[src/rtl/siren_pkg.sv]
// ---------------------------------------------------------------------------
// siren_pkg
// Shared types and helpers for the siren LED sequencer.
//   mode_e      : requested/active flash pattern (OFF, ALT, STROBE, BOTH)
//   state_e     : sequencer FSM state (IDLE, RUN)
//   LAST_*      : index of the final step of each pattern (pattern length - 1)
//   lastStep()  : final step index for a given mode
//   decodeLeds(): {led_r, led_b} for a given mode and step
// ---------------------------------------------------------------------------
package siren_pkg;

  typedef enum logic [1:0] {
    MODE_OFF    = 2'd0,
    MODE_ALT    = 2'd1,
    MODE_STROBE = 2'd2,
    MODE_BOTH   = 2'd3
  } mode_e;

  typedef enum logic {
    ST_IDLE = 1'b0,
    ST_RUN  = 1'b1
  } state_e;

  // Pattern lengths are 2, 8 and 2 steps; we store the last index so it fits in 3 bits.
  localparam logic [2:0] LAST_ALT    = 3'd1;
  localparam logic [2:0] LAST_STROBE = 3'd7;
  localparam logic [2:0] LAST_BOTH   = 3'd1;

  function automatic logic [2:0] lastStep(input mode_e m);
    case (m)
      MODE_ALT:    return LAST_ALT;
      MODE_STROBE: return LAST_STROBE;
      MODE_BOTH:   return LAST_BOTH;
      default:     return 3'd0;
    endcase
  endfunction

  // Returns {led_r, led_b}. STROBE flashes red twice, then blue twice,
  // with a dark step between each flash.
  function automatic logic [1:0] decodeLeds(input mode_e m, input logic [2:0] s);
    case (m)
      MODE_ALT:    return s[0] ? 2'b01 : 2'b10;
      MODE_BOTH:   return s[0] ? 2'b00 : 2'b11;
      MODE_STROBE: return s[0] ? 2'b00 : (s[2] ? 2'b01 : 2'b10);
      default:     return 2'b00;
    endcase
  endfunction

endpackage

[src/rtl/siren_pattern_ctrl_if.sv]
// ---------------------------------------------------------------------------
// siren_pattern_ctrl_if
// Mode request handshake plus status/LED outputs of the siren sequencer.
//   en, mode, mode_valid     : driven by the mode source (master)
//   mode_ack, busy, step,
//   led_r, led_b             : driven by the sequencer (slave)
// ---------------------------------------------------------------------------
interface siren_pattern_ctrl_if;
  logic       en;
  logic [1:0] mode;
  logic       mode_valid;
  logic       mode_ack;
  logic       busy;
  logic [2:0] step;
  logic       led_r;
  logic       led_b;

  modport master (
    output en, mode, mode_valid,
    input  mode_ack, busy, step, led_r, led_b
  );

  modport slave (
    input  en, mode, mode_valid,
    output mode_ack, busy, step, led_r, led_b
  );
endinterface

[src/rtl/siren_tick_gen.sv]
// ---------------------------------------------------------------------------
// siren_tick_gen
// Step prescaler: counts 0..CLK_DIV-1 while enabled and pulses tick_o on the
// cycle the count sits at CLK_DIV-1.
//   clk, rst : clock, synchronous active-high reset
//   clr_i    : hold the count at 0 (sequencer idle)
//   en_i     : count enable; when low the count is frozen and no tick is issued
//   tick_o   : one-cycle step tick
// ---------------------------------------------------------------------------
module siren_tick_gen #(
  parameter int CLK_DIV = 12_500_000
) (
  input  logic clk,
  input  logic rst,
  input  logic clr_i,
  input  logic en_i,
  output logic tick_o
);

  localparam int CNT_W = (CLK_DIV > 1) ? $clog2(CLK_DIV) : 1;
  localparam logic [CNT_W-1:0] CNT_LAST = CNT_W'(CLK_DIV - 1);

  logic [CNT_W-1:0] cnt_q, cnt_d;

  always_comb begin
    cnt_d = cnt_q;
    if (clr_i) begin
      cnt_d = '0;
    end else if (en_i) begin
      cnt_d = (cnt_q == CNT_LAST) ? '0 : cnt_q + 1'b1;
    end
  end

  always_ff @(posedge clk) begin
    if (rst) begin
      cnt_q <= '0;
    end else begin
      cnt_q <= cnt_d;
    end
  end

  assign tick_o = en_i && !clr_i && (cnt_q == CNT_LAST);

endmodule

[src/rtl/siren_pattern_ctrl.sv]
// ---------------------------------------------------------------------------
// siren_pattern_ctrl
// Red/blue siren sequencer. Walks the active flash pattern one step per
// prescaler tick; new modes are accepted via a valid/ack handshake and only
// take effect at the end of the current pattern.
//   clk, rst : clock, synchronous active-high reset
//   ctrl_io  : siren_pattern_ctrl_if.slave (en, mode, mode_valid in;
//              mode_ack, busy, step, led_r, led_b out)
// ---------------------------------------------------------------------------
module siren_pattern_ctrl
  import siren_pkg::*;
#(
  parameter int CLK_DIV = 12_500_000
) (
  input  logic                 clk,
  input  logic                 rst,
  siren_pattern_ctrl_if.slave  ctrl_io
);

  state_e     state_q, state_d;
  mode_e      curMode_q, curMode_d;
  mode_e      pendMode_q, pendMode_d;
  logic       pendValid_q, pendValid_d;
  logic [2:0] step_q, step_d;
  logic       ack_q, ack_d;
  logic       tick;
  logic       reqValid;
  mode_e      reqMode;
  logic [1:0] leds;

  siren_tick_gen #(.CLK_DIV(CLK_DIV)) u_tick (
    .clk    (clk),
    .rst    (rst),
    .clr_i  (state_q == ST_IDLE),
    .en_i   (ctrl_io.en),
    .tick_o (tick)
  );

  // A request arriving in the same cycle it would be accepted beats the stored one.
  assign reqValid = ctrl_io.mode_valid || pendValid_q;
  assign reqMode  = ctrl_io.mode_valid ? mode_e'(ctrl_io.mode) : pendMode_q;

  always_ff @(posedge clk) begin
    if (rst) begin
      state_q <= ST_IDLE;
    end else begin
      state_q <= state_d;
    end
  end

  always_ff @(posedge clk) begin
    if (rst) begin
      curMode_q   <= MODE_OFF;
      pendMode_q  <= MODE_OFF;
      pendValid_q <= 1'b0;
      step_q      <= 3'd0;
      ack_q       <= 1'b0;
    end else begin
      curMode_q   <= curMode_d;
      pendMode_q  <= pendMode_d;
      pendValid_q <= pendValid_d;
      step_q      <= step_d;
      ack_q       <= ack_d;
    end
  end

  always_comb begin
    state_d     = state_q;
    curMode_d   = curMode_q;
    pendMode_d  = pendMode_q;
    pendValid_d = pendValid_q;
    step_d      = step_q;
    ack_d       = 1'b0;

    if (ctrl_io.mode_valid) begin
      pendMode_d  = mode_e'(ctrl_io.mode);
      pendValid_d = 1'b1;
    end

    case (state_q)
      ST_IDLE: begin
        if (reqValid) begin
          ack_d       = 1'b1;
          pendValid_d = 1'b0;
          curMode_d   = reqMode;
          step_d      = 3'd0;
          if (reqMode != MODE_OFF) state_d = ST_RUN;
        end
      end
      ST_RUN: begin
        if (tick) begin
          if (step_q != lastStep(curMode_q)) begin
            step_d = step_q + 3'd1;
          end else begin
            // Pattern boundary: the only point where a pending mode may land.
            step_d = 3'd0;
            if (reqValid) begin
              ack_d       = 1'b1;
              pendValid_d = 1'b0;
              curMode_d   = reqMode;
              if (reqMode == MODE_OFF) state_d = ST_IDLE;
            end
          end
        end
      end
      default: state_d = ST_IDLE;
    endcase
  end

  // LEDs come only from registered mode/step so input glitches never reach the pins.
  always_comb begin
    leds = decodeLeds(curMode_q, step_q);
  end

  assign ctrl_io.busy     = (state_q == ST_RUN);
  assign ctrl_io.mode_ack = ack_q;
  assign ctrl_io.step     = step_q;
  assign ctrl_io.led_r    = leds[1];
  assign ctrl_io.led_b    = leds[0];

endmodule

[src/flat_wrapper.sv]
// flat-port wrapper written by rule: the top's interface ports become plain ports
module siren_pattern_ctrl_flat import siren_pkg::*;
#(
  parameter int CLK_DIV = 12_500_000
)
  (clk, rst, ctrl_io_en, ctrl_io_mode, ctrl_io_mode_valid, ctrl_io_mode_ack, ctrl_io_busy, ctrl_io_step, ctrl_io_led_r, ctrl_io_led_b);
  siren_pattern_ctrl_if ctrl_io_i ();
  input  logic clk;
  input  logic rst;
  input wire logic [$bits(ctrl_io_i.en)-1:0] ctrl_io_en;
  input wire logic [$bits(ctrl_io_i.mode)-1:0] ctrl_io_mode;
  input wire logic [$bits(ctrl_io_i.mode_valid)-1:0] ctrl_io_mode_valid;
  output wire logic [$bits(ctrl_io_i.mode_ack)-1:0] ctrl_io_mode_ack;
  output wire logic [$bits(ctrl_io_i.busy)-1:0] ctrl_io_busy;
  output wire logic [$bits(ctrl_io_i.step)-1:0] ctrl_io_step;
  output wire logic [$bits(ctrl_io_i.led_r)-1:0] ctrl_io_led_r;
  output wire logic [$bits(ctrl_io_i.led_b)-1:0] ctrl_io_led_b;
  assign ctrl_io_i.en = ctrl_io_en;
  assign ctrl_io_i.mode = ctrl_io_mode;
  assign ctrl_io_i.mode_valid = ctrl_io_mode_valid;
  assign ctrl_io_mode_ack = ctrl_io_i.mode_ack;
  assign ctrl_io_busy = ctrl_io_i.busy;
  assign ctrl_io_step = ctrl_io_i.step;
  assign ctrl_io_led_r = ctrl_io_i.led_r;
  assign ctrl_io_led_b = ctrl_io_i.led_b;
  siren_pattern_ctrl #(.CLK_DIV(CLK_DIV)) u_core (.clk(clk), .rst(rst), .ctrl_io(ctrl_io_i));
endmodule
[config.mk]
export PLATFORM = sky130hd
export DESIGN_NAME = siren_pattern_ctrl_flat
export DESIGN_NICKNAME = d
export VERILOG_FILES = /design/src/rtl/siren_pkg.sv /design/src/rtl/siren_pattern_ctrl_if.sv /design/src/rtl/siren_tick_gen.sv /design/src/rtl/siren_pattern_ctrl.sv /design/src/flat_wrapper.sv
export SDC_FILE = /design/constraint.sdc
export NUM_CORES = 1
export LEC_CHECK = 0
export ABC_AREA = 1
export BUFFER_PORTS_ARGS = -buffer_cell sky130_fd_sc_hd__buf_2
export CAP_MARGIN = 5
export CORE_MARGIN = 8
export CORE_UTILIZATION = 35
export CTS_BUF_LIST = sky130_fd_sc_hd__clkbuf_8
export CTS_CLUSTER_SIZE = 20
export DETAILED_ROUTE_END_ITERATION = 8
export PLACE_DENSITY_LB_ADDON = 0.15
export SLEW_MARGIN = 20
export SYNTH_ARGS = -nofsm -noshare
export SYNTH_HDL_FRONTEND = slang
export SYNTH_SLANG_ARGS = --single-unit
[constraint.sdc]
create_clock -name clk -period 1.65 [get_ports clk]
set_input_delay 0.4125 -clock clk [delete_from_list [all_inputs] [get_ports clk]]
set_output_delay 0.4125 -clock clk [all_outputs]
set_load 0.01 [all_outputs]
# Word level (Yosys, flattened, before mapping)
# Cells that the tools add are included.
# Widths: inputs -> output; s select.
op_classes:
  n_mux: 34
  bitwise: 1
  n_reduce_logical: 9
  add_sub_neg: 2
  n_eq_ne: 8
op_table:
  columns: ["op", "count"]
  rows:
  - ["$add 24x1->24 const B", 1]
  - ["$eq 24x24->1 const B", 1]
  - ["$mux 24", 1]
  - ["$mux 2", 8]
  - ["$mux 3", 5]
  - ["$mux 1", 13]
  - ["$pmux 3 s2", 2]
  - ["$pmux 1 s2", 3]
  - ["$pmux 2 s3", 1]
  - ["$eq 2x2->1 const B", 2]
  - ["$ne 2x2->1 const B", 2]
  - ["$pmux 2 s2", 1]
  - ["$reduce_and 2->1", 2]
  - ["$reduce_or 2->1", 2]
  - ["$add 3x1->3 const B", 1]
  - ["$ne 3x3->1", 1]
  - ["$eq 2x1->1 const B", 1]
  - ["$logic_and 1x1->1", 2]
  - ["$logic_not 2->1", 1]
  - ["$ne 2x1->1 const B", 1]
  - ["$reduce_bool 2->1", 1]
  - ["$logic_or 1x1->1", 1]
  - ["$not 1->1", 1]
totals:
  wordCells: 61
  in_bits: 6
  reg_bits: 34

# Longest topological paths before layout
# Gate-level depths: netlist of run 1.
depth:
  ltp_word: 9
  mapped_depth: 12

# By module
# A second synthesis of run 1 with hierarchy kept.
unflattened:
  cells_unflattened: 293
  hier_area_um2: 1996.9
modules_own_cells:
  columns: ["module", "seq_area_each_um2", "n_inst", "cells_per_inst", "area_per_inst_um2"]
  rows:
  - ["siren_tick_gen", 480.5, 1, 220, 1470.2]
  - ["siren_pattern_ctrl", 200.2, 1, 73, 526.8]

# Worst setup path before layout of run 1
# No wires, ideal clock.
synth_path:
  path_kind: "input to register"
  from: "input port ctrl_io_en"
  to: "register u_core.u_tick.cnt_q[22]"
  stages: 11
  arrival_time_ns: 1.300
  required_time_ns: 1.528
  n_path_buf: 2
  slack_ns: 0.227
  setup_time_ns: 0.122
  path_cell_list: "buf_4 > inv_1 > nor2_1 > nand4_1 > nor2_2 > inv_2 > nand2_4 > inv_2 > buf_6 > nand2_1 > nor2_1"
synth_lines:
  columns: ["element", "line_no", "source"]
  rows:
  - ["start, declared", "flat_wrapper.sv:10", "input wire logic [$bits(ctrl_io_i.en)-1:0] ctrl_io_en;"]
  - ["end signal, assigned", "siren_tick_gen.sv:38", "cnt_q <= cnt_d;"]
  - ["end, declared", "siren_tick_gen.sv:23", "logic [CNT_W-1:0] cnt_q, cnt_d;"]

# Final worst setup path of run 1
layout_path:
  from: "register u_core.step_q[0] (netlist: u_core.ctrl_io.step[0])"
  to: "output port ctrl_io_led_b"
layout_between:
  elab_chain_len: 2
  elab_cells_between_ends: 4
layout_rtl:
  columns: ["element", "line_no", "source"]
  rows:
  - ["start, declared", "siren_pattern_ctrl.sv:24", "logic [2:0] step_q, step_d;"]
  - ["start signal, assigned", "siren_pattern_ctrl.sv:62", "step_q <= step_d;"]
  - ["$mux 2, on equally long branches", "siren_pkg.sv:44, siren_pkg.sv:42, siren_pkg.sv:43", null]
  - ["$pmux 2 s3 (*)", "siren_pkg.sv:41", "case (m)"]
  - ["end, declared", "flat_wrapper.sv:17", "output wire logic [$bits(ctrl_io_i.led_b)-1:0] ctrl_io_led_b;"]
# Mark *: on every way between the ends. The rest lies on a longest branch, timed or not.

==> impl_metrics.env, run 1 <==
export IMPL_rsz0062_at_grt="no"
export IMPL_p_leak_nw=1.03
export IMPL_clockBufferDepth=2
export IMPL_cap_violations=0
export IMPL_crit_type="reg -> out"
export IMPL_pin_count=13
export IMPL_fin_crit_ns=1.54
export IMPL_syn_area_sq_mm=0.00189
export IMPL_period_share_pct=93.3
export IMPL_ys_types=30
export IMPL_synthTopCellsByArea="dfxtp_1 (36%), nand2_1 (14%), nor2_1 (13%)"
export IMPL_htreeDepth=2
export IMPL_dpl_worst_slack_ns=0.0596
export IMPL_maxSlewViolCount=0
export IMPL_wire_per_inst_um=10.7
export IMPL_core_area_sq_mm=0.00517
export IMPL_gr_total_overflow=0
export IMPL_cp_end_kind="output pin"
export IMPL_clock_sinks=34
export IMPL_num_antenna_cells=0
export IMPL_path_max_fanout=7
export IMPL_grt_pass1_wl_mm=7.62
export IMPL_cts_tree="yes"
export IMPL_syn_avg_cell_area_sq_um=6.25
export IMPL_status="complete, no violations"
export IMPL_drcViolationCount=0
export IMPL_sequentialPowerShare_pct=51.4
export IMPL_hold_path_class="in -> reg"
export IMPL_skew_ns=0.00364
export IMPL_arrival_ns=1.13
export IMPL_antenna_found_initial=0
export IMPL_rows=26
export IMPL_fill_cells=564
export IMPL_pwr_share_comb_pct=11.0
export IMPL_tightest_slew_ns=0.347
export IMPL_worstSetupStartpoint="u_core.ctrl_io.step[0]"
export IMPL_hold_viol=0
export IMPL_r2r_start="u_core.u_tick.cnt_q[0]"
export IMPL_multi_input_area_sq_mm=0.00104
export IMPL_track_usage_pct=12.4
export IMPL_maxSlewHeadroom_pct=76.6
export IMPL_p_total_w=0.00167
export IMPL_ir_worst_vdd_mv=0.442
export IMPL_synth_top_area_cell="dfxtp_1"
export IMPL_holdCritStartpoint="rst"
export IMPL_gp_congestion=0.779
export IMPL_vias=1847
export IMPL_layout_nets=340
export IMPL_syn_nets=311
export IMPL_grt_max_degree=12
export IMPL_cts_root_buf="clkbuf_8"
export IMPL_internal_power_w=0.00125
export IMPL_vias_per_cell=4.58
export IMPL_startpoint_type="flip-flop"
export IMPL_register_area_sq_um=686
export IMPL_cts_hold_buffers_added=0
export IMPL_dp_hpwl_mm=3.40
export IMPL_synthTopCellsByCount="nand2_1 (69), nor2_1 (65), inv_1 (45)"
export IMPL_final_antenna_net_count=0
export IMPL_totalWireLength_mm=4.31
export IMPL_drive_above_1_share_pct=17.1
export IMPL_yosys_area_top_type_share_pct=35.9
export IMPL_power_switching_w=0.000424
export IMPL_synth_seq_cells=34
export IMPL_synthesis_instances=303
export IMPL_dr_pass1_iters=4
export IMPL_initial_core_util_pct=36.6
export IMPL_max_freq_mhz=650
export IMPL_synth_most_common_cell="nand2_1"
export IMPL_power_density_mw_per_mm2=742
export IMPL_synthArstFlopShare_pct=0
export IMPL_clkTransAtPathRegs_ns=0.07
export IMPL_critPathRequiredTime_ns=1.24
export IMPL_portBuffers=12
export IMPL_grt_pass1_vias=1737
export IMPL_tns_ns=0
export IMPL_setup_viol=0
export IMPL_synth_seq_area_share_pct=35.9
export IMPL_synth_edf_count=0
export IMPL_detail_route_iter0_violations=74
export IMPL_cts_buffers=5
export IMPL_clkPwrFrac_pct=37.6
export IMPL_fp_dieH_um=89.6
export IMPL_switching_share_pct=25.4
export IMPL_insertion_delay_ns=0.29
export IMPL_die_area_sq_mm=0.00802
export IMPL_yosys_warnings=0
export IMPL_area_delta_synth_final_pct=18.8
export IMPL_die_width_um=89.6
export IMPL_worst_slack_ns=0.111
export IMPL_ys_flop_type="dfxtp_1"
-- path summary, 6_finish.rpt --
path	end	slack [ns]	cells past startpoint
worst min-delay path	u_core.ctrl_io.step[2]	0.43	3
worst min register to register	u_core.u_tick.cnt_q[0]	0.48	2
worst max register to register	u_core.u_tick.cnt_q[20]	0.16	9
worst max-delay path	ctrl_io_led_b	0.11	3
-- cell families (layout without fill, tap and decap cells) --
group	after synthesis	in the layout	synth area share, %
buffers and inverters	51	81	10.8
adder cells (fa/ha/maj)	2	2	1.32
AND/OR/NAND/NOR	184	184	41.8
AO/OA/AOI/OAI	27	27	7.86
flip-flops	34	34	35.9
XOR/XNOR	5	5	2.31
-- flip-flops by register name, indices dropped and copies added, names as in the netlist --
register / count
u_core.ctrl_io.busy: 1
u_core.ctrl_io.mode_ack: 1
u_core.ctrl_io.step: 3
u_core.curMode_q: 2
u_core.pendMode_q: 2
u_core.pendValid_q: 1
u_core.u_tick.cnt_q: 24
-- stage by stage --
step | instances | util (%) | area (sq um) | hold slack, ns
3_5_place_dp | 394 | 40.8 | 2110 | 0.485
2_1_floorplan | 303 | - | 1890 | 0.465
6_report | 403 | 43.5 | 2250 | 0.432
3_3_place_gp | 394 | 40.8 | 2110 | 0.479
5_1_grt | 403 | 43.5 | 2250 | 0.440
4_1_cts | 402 | 42.5 | 2200 | 0.422
-- layout by cell type (no fill, tap or decap), types with 2 or more instances in the layout --
| cell | count |
|---|---|
| dfxtp_2 | 4 |
| buf_4 | 13 |
| clkbuf_8 | 6 |
| nand3_1 | 25 |
| nand3_2 | 2 |
| inv_2 | 2 |
| nor2_2 | 5 |
| or2_2 | 3 |
| o21ai_0 | 6 |
| nand4_1 | 2 |
| a21oi_1 | 15 |
| buf_2 | 12 |
| dfxtp_1 | 30 |
| ha_1 | 2 |
| nor2_1 | 62 |
| nand2_2 | 2 |
| nand2_1 | 69 |
| nor3_1 | 5 |
| inv_1 | 46 |
| xor2_1 | 4 |
| nor3b_1 | 2 |
-- power groups by stage --
stage               combinational (W)  clock (W)  sequential, W
finish                       0.000183   0.000628       0.000859
global route                 0.000215   0.000697       0.000861
CTS                          0.000182   0.000660       0.000858
detailed placement           0.000181          0       0.000876
global placement             0.000182          0       0.000877
floorplan                    0.000114          0       0.000877
-- timing repair --
action / CTS / global route
buffers inserted: 0 / 1
gates resized for setup: 1 / 12
endpoints found under the setup margin: 1 / 19
gates cloned: 0 / 0
pin swaps: 0 / 3
-- critical path: stages (launching register included) --
cell and delay (ns):
dfxtp_2 0.39, inv_1 0.09, o31ai_1 0.21, buf_2 0.16
-- cell type report --
type	instances	share of cell area, %
well taps	70	3.89
multi-input cells	218	46.4
inverters	48	8.12
clock buffers	6	3.67
clock inverters	2	0.389
flip-flops and latches	34	30.5
repair buffers	25	7.01
-- per-layer routing --
layer  wire [um]  share of wire [%]  global-route usage, %  vias up
li1            -                  -                      -     1004
met1        2260                 53                   16.1      815
met2        1790                 42                   18.1       21
met3         163                3.8                   3.18        7
met4          87                2.0                   6.80        0
met5           0                  0                      0        -
Note: power is estimated with default switching activity, not from simulation.
==> run 2, diff against run 1 <==
GPL_TIMING_DRIVEN = 0   (was default)
==> run 2 against run 1 <==
  * Worst setup slack lost 0.022 ns
  * Critical path depth stayed put
  * Combinational power fell by 8%
  * Register-to-register slack worse by 0.03 ns
  * Die area stayed put
  * Non-clock buffer count down 9
  * Largest cell class unchanged
  * First-iteration DRC count fell by 12%
  * Clock skew rose by 0.0078 ns
  * Hold slack worse by 0.052 ns
  * Utilization down 1.3 points
  * Clock-buffer cell count stayed put
  * Sequential share of layout area increased by 0.91 points
==> impl_metrics.env, run 2 (same netlist as run 1, synthesis figures left out) <==
export IMPL_rsz0062_at_grt="yes"
export IMPL_path_max_fanout=7
export IMPL_cts_buffers=5
export IMPL_layout_commonest_cell="nand2_1"
export IMPL_final_cell_mix="nand2_1 (69), nor2_1 (61), inv_1 (45), dfxtp_1 (30), nand3_1 (24)"
export IMPL_maxSlewHeadroom_pct=77.4
export IMPL_layout_nets=331
export IMPL_pin_count=13
export IMPL_grt_max_degree=11
export IMPL_hold_path_class="in -> reg"
export IMPL_cap_violations=0
export IMPL_hold_viol=0
export IMPL_period_share_pct=94.6
export IMPL_crit_chain="inv_1 > o31ai_1 > buf_2"
export IMPL_r2r_end="u_core.u_tick.cnt_q[8]"
export IMPL_vias_per_cell=4.63
export IMPL_gp_congestion=0.832
export IMPL_ir_worst_vdd_mv=0.340
export IMPL_grtUsageMet3_pct=3.64
export IMPL_antenna_found_initial=0
export IMPL_p_leak_nw=0.989
export IMPL_hold_slack_ns=0.380
export IMPL_startpoint_type="flip-flop"
export IMPL_tns_ns=0
export IMPL_critPathMaxStageDelay_ns=0.39
export IMPL_area_delta_synth_final_pct=15.3
export IMPL_maxSlewViolCount=0
export IMPL_htreeDepth=2
export IMPL_cts_hold_buffers_added=0
export IMPL_worst_slack_ns=0.0883
export IMPL_die_area_sq_mm=0.00802
export IMPL_hold_end="u_core.pendMode_q[0]"
export IMPL_detail_route_iter0_violations=65
export IMPL_cts_root_buf="clkbuf_8"
export IMPL_die_width_um=89.6
export IMPL_arrival_ns=1.15
export IMPL_regMostFlops="u_core.u_tick.cnt_q"
export IMPL_power_density_mw_per_mm2=762
export IMPL_clockBufferDepth=2
export IMPL_dp_hpwl_mm=3.30
export IMPL_dpl_instance_area_sq_mm=0.00204
export IMPL_wire_per_inst_um=10.9
export IMPL_initial_core_util_pct=36.6
export IMPL_clkTransAtPathRegs_ns=0.07
export IMPL_status="complete, no violations"
export IMPL_num_antenna_cells=0
export IMPL_clock_sinks=34
export IMPL_grtUsageMet2_pct=18.7
export IMPL_top_usage_layer="met2"
export IMPL_setup_viol=0
export IMPL_crit_type="reg -> out"
export IMPL_insertion_delay_ns=0.29
export IMPL_grt_pass1_vias=1716
export IMPL_vias=1826
export IMPL_fin_crit_ns=1.56
export IMPL_skew_ns=0.0115
export IMPL_tightest_slew_ns=0.335
export IMPL_rows=26
export IMPL_fin_area_sq_mm=0.00218
export IMPL_gr_total_overflow=0
export IMPL_critPathRequiredTime_ns=1.24
export IMPL_track_usage_pct=12.3
export IMPL_drive_above_1_share_pct=15.4
export IMPL_cts_tree="yes"
export IMPL_largest_reg_flops=24
export IMPL_max_freq_mhz=640
export IMPL_r2r_start="u_core.u_tick.cnt_q[10]"
export IMPL_hold_depth=2
export IMPL_final_antenna_net_count=0
export IMPL_totalWireLength_mm=4.31
export IMPL_cp_end_kind="output pin"
export IMPL_regToRegSetupSlack_ns=0.13
export IMPL_use_met1_pct=15.9
export IMPL_drcViolationCount=0
export IMPL_grt_pass1_wl_mm=7.63
export IMPL_r2r_worst_path_cells=11
export IMPL_fill_cells=567
export IMPL_dr_pass1_iters=4
export IMPL_holdCritStartpoint="rst"
export IMPL_core_area_sq_mm=0.00517
export IMPL_dpl_worst_slack_ns=0.00152
export IMPL_portBuffers=11
export IMPL_crit_slowest_cell="dfxtp_2"
export IMPL_fp_dieH_um=89.6
## run 2: cell type report
class	instances	area [sq um]	area share [%]
multi-input cells	218	1050	47.9
repair buffers	13	70.1	3.21
flip-flops and latches	34	686	31.4
plain buffers	3	23.8	1.09
clock buffers	6	82.6	3.78
well taps	70	87.6	4.01
clock inverters	2	8.76	0.401
inverters	48	180	8.25
## run 2: worst max path at each step
stage | depth (start not counted) | slack [ns] | endpoint | startpoint
finish | 3 | 0.09 | ctrl_io_led_b | u_core.ctrl_io.step[0]
global route | 12 | -0.04 | u_core.u_tick.cnt_q[19] | u_core.u_tick.cnt_q[10]
CTS | 11 | 0.01 | u_core.u_tick.cnt_q[22] | u_core.u_tick.cnt_q[0]
detailed placement | 8 | 0.002 | u_core.u_tick.cnt_q[20] | u_core.u_tick.cnt_q[0]
global placement | 8 | -0.009 | u_core.u_tick.cnt_q[20] | u_core.u_tick.cnt_q[0]
floorplan | 11 | 0.23 | u_core.u_tick.cnt_q[22] | ctrl_io_en
## run 2: power by group
group | internal (W) | leakage, nW | switching (W)
registers | 0.000841 | 0.278 | 0.0000179
clock network | 0.000330 | 0.0524 | 0.000306
logic | 0.0000633 | 0.658 | 0.000106
## run 2: worst max-delay path: cells and delay by family, from the launching register on
kind / cells / cell delay [ns]
flip-flops: 1 / 0.39
AO/OA/AOI/OAI: 1 / 0.22
buffers and inverters: 2 / 0.26
## run 2: repair_timing
| item | in CTS | in global routing |
|---|---|---|
| buffers inserted | 0 | 2 |
| gates resized for setup | 2 | 13 |
| pin swaps | 0 | 2 |
| endpoints found under the setup margin | 2 | 22 |
## run 2: per-stage QoR
step | instances | power (W) | util, %
after floorplan | 303 | 0.000991 | -
after global routing | 394 | 0.00176 | 42.2
after detailed placement | 384 | 0.00104 | 39.4
after global placement | 384 | 0.00104 | 39.4
final | 394 | 0.00167 | 42.2
after CTS | 392 | 0.00169 | 41.3
## run 2: layer usage
layer  vias up  part of all wire, %
li1        981                    -
met1       815                   52
met2        23                   43
met3         7                  3.6
met4         0                  1.4
met5         -                    0
==> run 3, diff against run 2 <==
CTS_BUF_LIST = default   (was sky130_fd_sc_hd__clkbuf_8)
TNS_END_PERCENT = 100   (was default)
==> run 3 against run 2 <==
  * First-iteration DRC count stayed put
  * Final area is the same
  * Critical path depth unchanged
  * Sequential cell count unchanged
  * Register-to-register slack about the same
  * Worst setup slack is essentially flat
  * Clock skew down 0.0011 ns
  * Non-clock buffer count stayed put
  * Highest routed layer unchanged
  * Maximum frequency is essentially flat
  * Utilization unchanged
==> impl_metrics.env, run 3 (same netlist as run 1, synthesis figures left out) <==
export IMPL_status="complete, no violations"
export IMPL_final_cell_mix="nand2_1 (69), nor2_1 (61), inv_1 (44), dfxtp_1 (30), nand3_1 (24)"
export IMPL_totalWireLength_mm=4.32
export IMPL_pwr_share_comb_pct=10.1
export IMPL_cts_tree="yes"
export IMPL_fin_crit_ns=1.56
export IMPL_r2r_start="u_core.u_tick.cnt_q[10]"
export IMPL_cts_buffers=5
export IMPL_vias_per_cell=4.63
export IMPL_layout_nets=331
export IMPL_cap_violations=0
export IMPL_setup_viol=0
export IMPL_final_antenna_net_count=0
export IMPL_fp_dieH_um=89.6
export IMPL_initial_core_util_pct=36.6
export IMPL_switching_share_pct=25.8
export IMPL_cp_end_kind="output pin"
export IMPL_worstSetupStartpoint="u_core.ctrl_io.step[0]"
export IMPL_rsz0062_at_grt="yes"
export IMPL_r2r_worst_path_cells=11
export IMPL_clock_sinks=34
export IMPL_layout_commonest_cell="nand2_1"
export IMPL_detail_route_iter0_violations=65
export IMPL_dp_hpwl_mm=3.30
export IMPL_dr_pass1_iters=4
export IMPL_p_total_w=0.00167
export IMPL_num_antenna_cells=0
export IMPL_max_freq_mhz=640
export IMPL_critPathRequiredTime_ns=1.24
export IMPL_rows=26
export IMPL_gr_total_overflow=0
export IMPL_path_max_fanout=7
export IMPL_worst_slack_ns=0.0884
export IMPL_portBuffers=11
export IMPL_crit_type="reg -> out"
export IMPL_maxSlewViolCount=0
export IMPL_power_switching_w=0.000431
export IMPL_largest_reg_flops=24
export IMPL_die_width_um=89.6
export IMPL_clkTransAtPathRegs_ns=0.07
export IMPL_internal_power_w=0.00124
export IMPL_antenna_found_initial=0
export IMPL_arrival_ns=1.15
export IMPL_instances_no_fill=394
export IMPL_grt_pass1_vias=1716
export IMPL_fill_cells=567
export IMPL_die_area_sq_mm=0.00802
export IMPL_period_share_pct=94.6
export IMPL_area_delta_synth_final_pct=15.3
export IMPL_multi_input_area_sq_mm=0.00105
export IMPL_htreeDepth=2
export IMPL_wire_per_inst_um=11.0
export IMPL_tightest_slew_ns=0.335
export IMPL_hold_slack_ns=0.379
export IMPL_place_inst=384
export IMPL_grt_max_degree=11
export IMPL_hold_path_class="in -> reg"
export IMPL_cts_hold_buffers_added=0
export IMPL_register_area_sq_um=686
export IMPL_skew_ns=0.0104
export IMPL_clkPwrFrac_pct=38.5
export IMPL_drive_above_1_share_pct=15.4
export IMPL_power_density_mw_per_mm2=766
export IMPL_track_usage_pct=12.3
export IMPL_dpl_worst_slack_ns=0.00152
export IMPL_pin_count=13
export IMPL_regMostFlops="u_core.u_tick.cnt_q"
export IMPL_clockBufferDepth=2
export IMPL_hold_viol=0
export IMPL_grt_pass1_wl_mm=7.63
export IMPL_cts_root_buf="clkbuf_8"
export IMPL_regToRegSetupSlack_ns=0.13
export IMPL_core_area_sq_mm=0.00517
export IMPL_gp_congestion=0.832
export IMPL_startpoint_type="flip-flop"
export IMPL_ir_worst_vdd_mv=0.342
export IMPL_crit_end="ctrl_io_led_b"
export IMPL_p_leak_nw=0.984
export IMPL_r2r_end="u_core.u_tick.cnt_q[8]"
export IMPL_dpl_instance_area_sq_mm=0.00204
export IMPL_maxSlewHeadroom_pct=77.4
export IMPL_insertion_delay_ns=0.29
export IMPL_vias=1824
export IMPL_drcViolationCount=0
export IMPL_fin_area_sq_mm=0.00218
export IMPL_sequentialPowerShare_pct=51.4
[run 3: worst min-delay path by stage]
stage	start	to	slack (ns)	cells past startpoint
floorplan	u_core.u_tick.cnt_q[0]	u_core.u_tick.cnt_q[0]	0.47	2
global placement	u_core.u_tick.cnt_q[0]	u_core.u_tick.cnt_q[0]	0.49	2
detailed placement	u_core.ctrl_io.busy	u_core.pendValid_q	0.49	1
CTS	rst	u_core.pendMode_q[0]	0.38	2
global route	rst	u_core.ctrl_io.step[2]	0.38	2
finish	rst	u_core.pendMode_q[0]	0.38	2
[run 3: routing by layer]
metal | vias up | GRT usage (%) | part of all wire [%]
li1 | 981 | - | -
met1 | 816 | 15.9 | 52
met2 | 20 | 18.7 | 43
met3 | 7 | 3.64 | 3.5
met4 | 0 | 4.53 | 1.4
met5 | - | 0 | 0
[run 3: what timing repair did]
action                                  CTS  global route
resized for setup                         2            13
pin swaps                                 0             2
endpoints found under the setup margin    2            22
buffers inserted                          0             2
[run 3: cell type report]
| cell class | count | share of cell area [%] |
|---|---|---|
| Clock inverter | 1 | 0.229 |
| Multi-Input combinational cell | 218 | 47.9 |
| Tap cell | 70 | 4.01 |
| Sequential cell | 34 | 31.4 |
| Inverter | 48 | 8.25 |
| Buffer | 3 | 1.09 |
| Timing Repair Buffer | 13 | 3.21 |
| Clock buffer | 7 | 3.95 |
[run 3: power groups by stage]
stage | logic (W) | clock network (W) | registers (W)
5_1_grt | 0.000198 | 0.000703 | 0.000863
3_5_place_dp | 0.000165 | 0 | 0.000877
4_1_cts | 0.000166 | 0.000669 | 0.000859
2_1_floorplan | 0.000114 | 0 | 0.000877
3_3_place_gp | 0.000166 | 0 | 0.000877
6_report | 0.000169 | 0.000644 | 0.000859
[run 3: critical path, stage by stage (launching register included)]
cell and delay [ns]:
dfxtp_2 0.39, inv_1 0.09, o31ai_1 0.22, buf_2 0.17
[run 3: per-stage QoR]
step           util, %  TNS [ns]
5_1_grt           42.2    -0.372
6_report          42.2         0
3_3_place_gp      39.4  -0.00917
3_5_place_dp      39.4         0
4_1_cts           41.3         0
2_1_floorplan        -         0
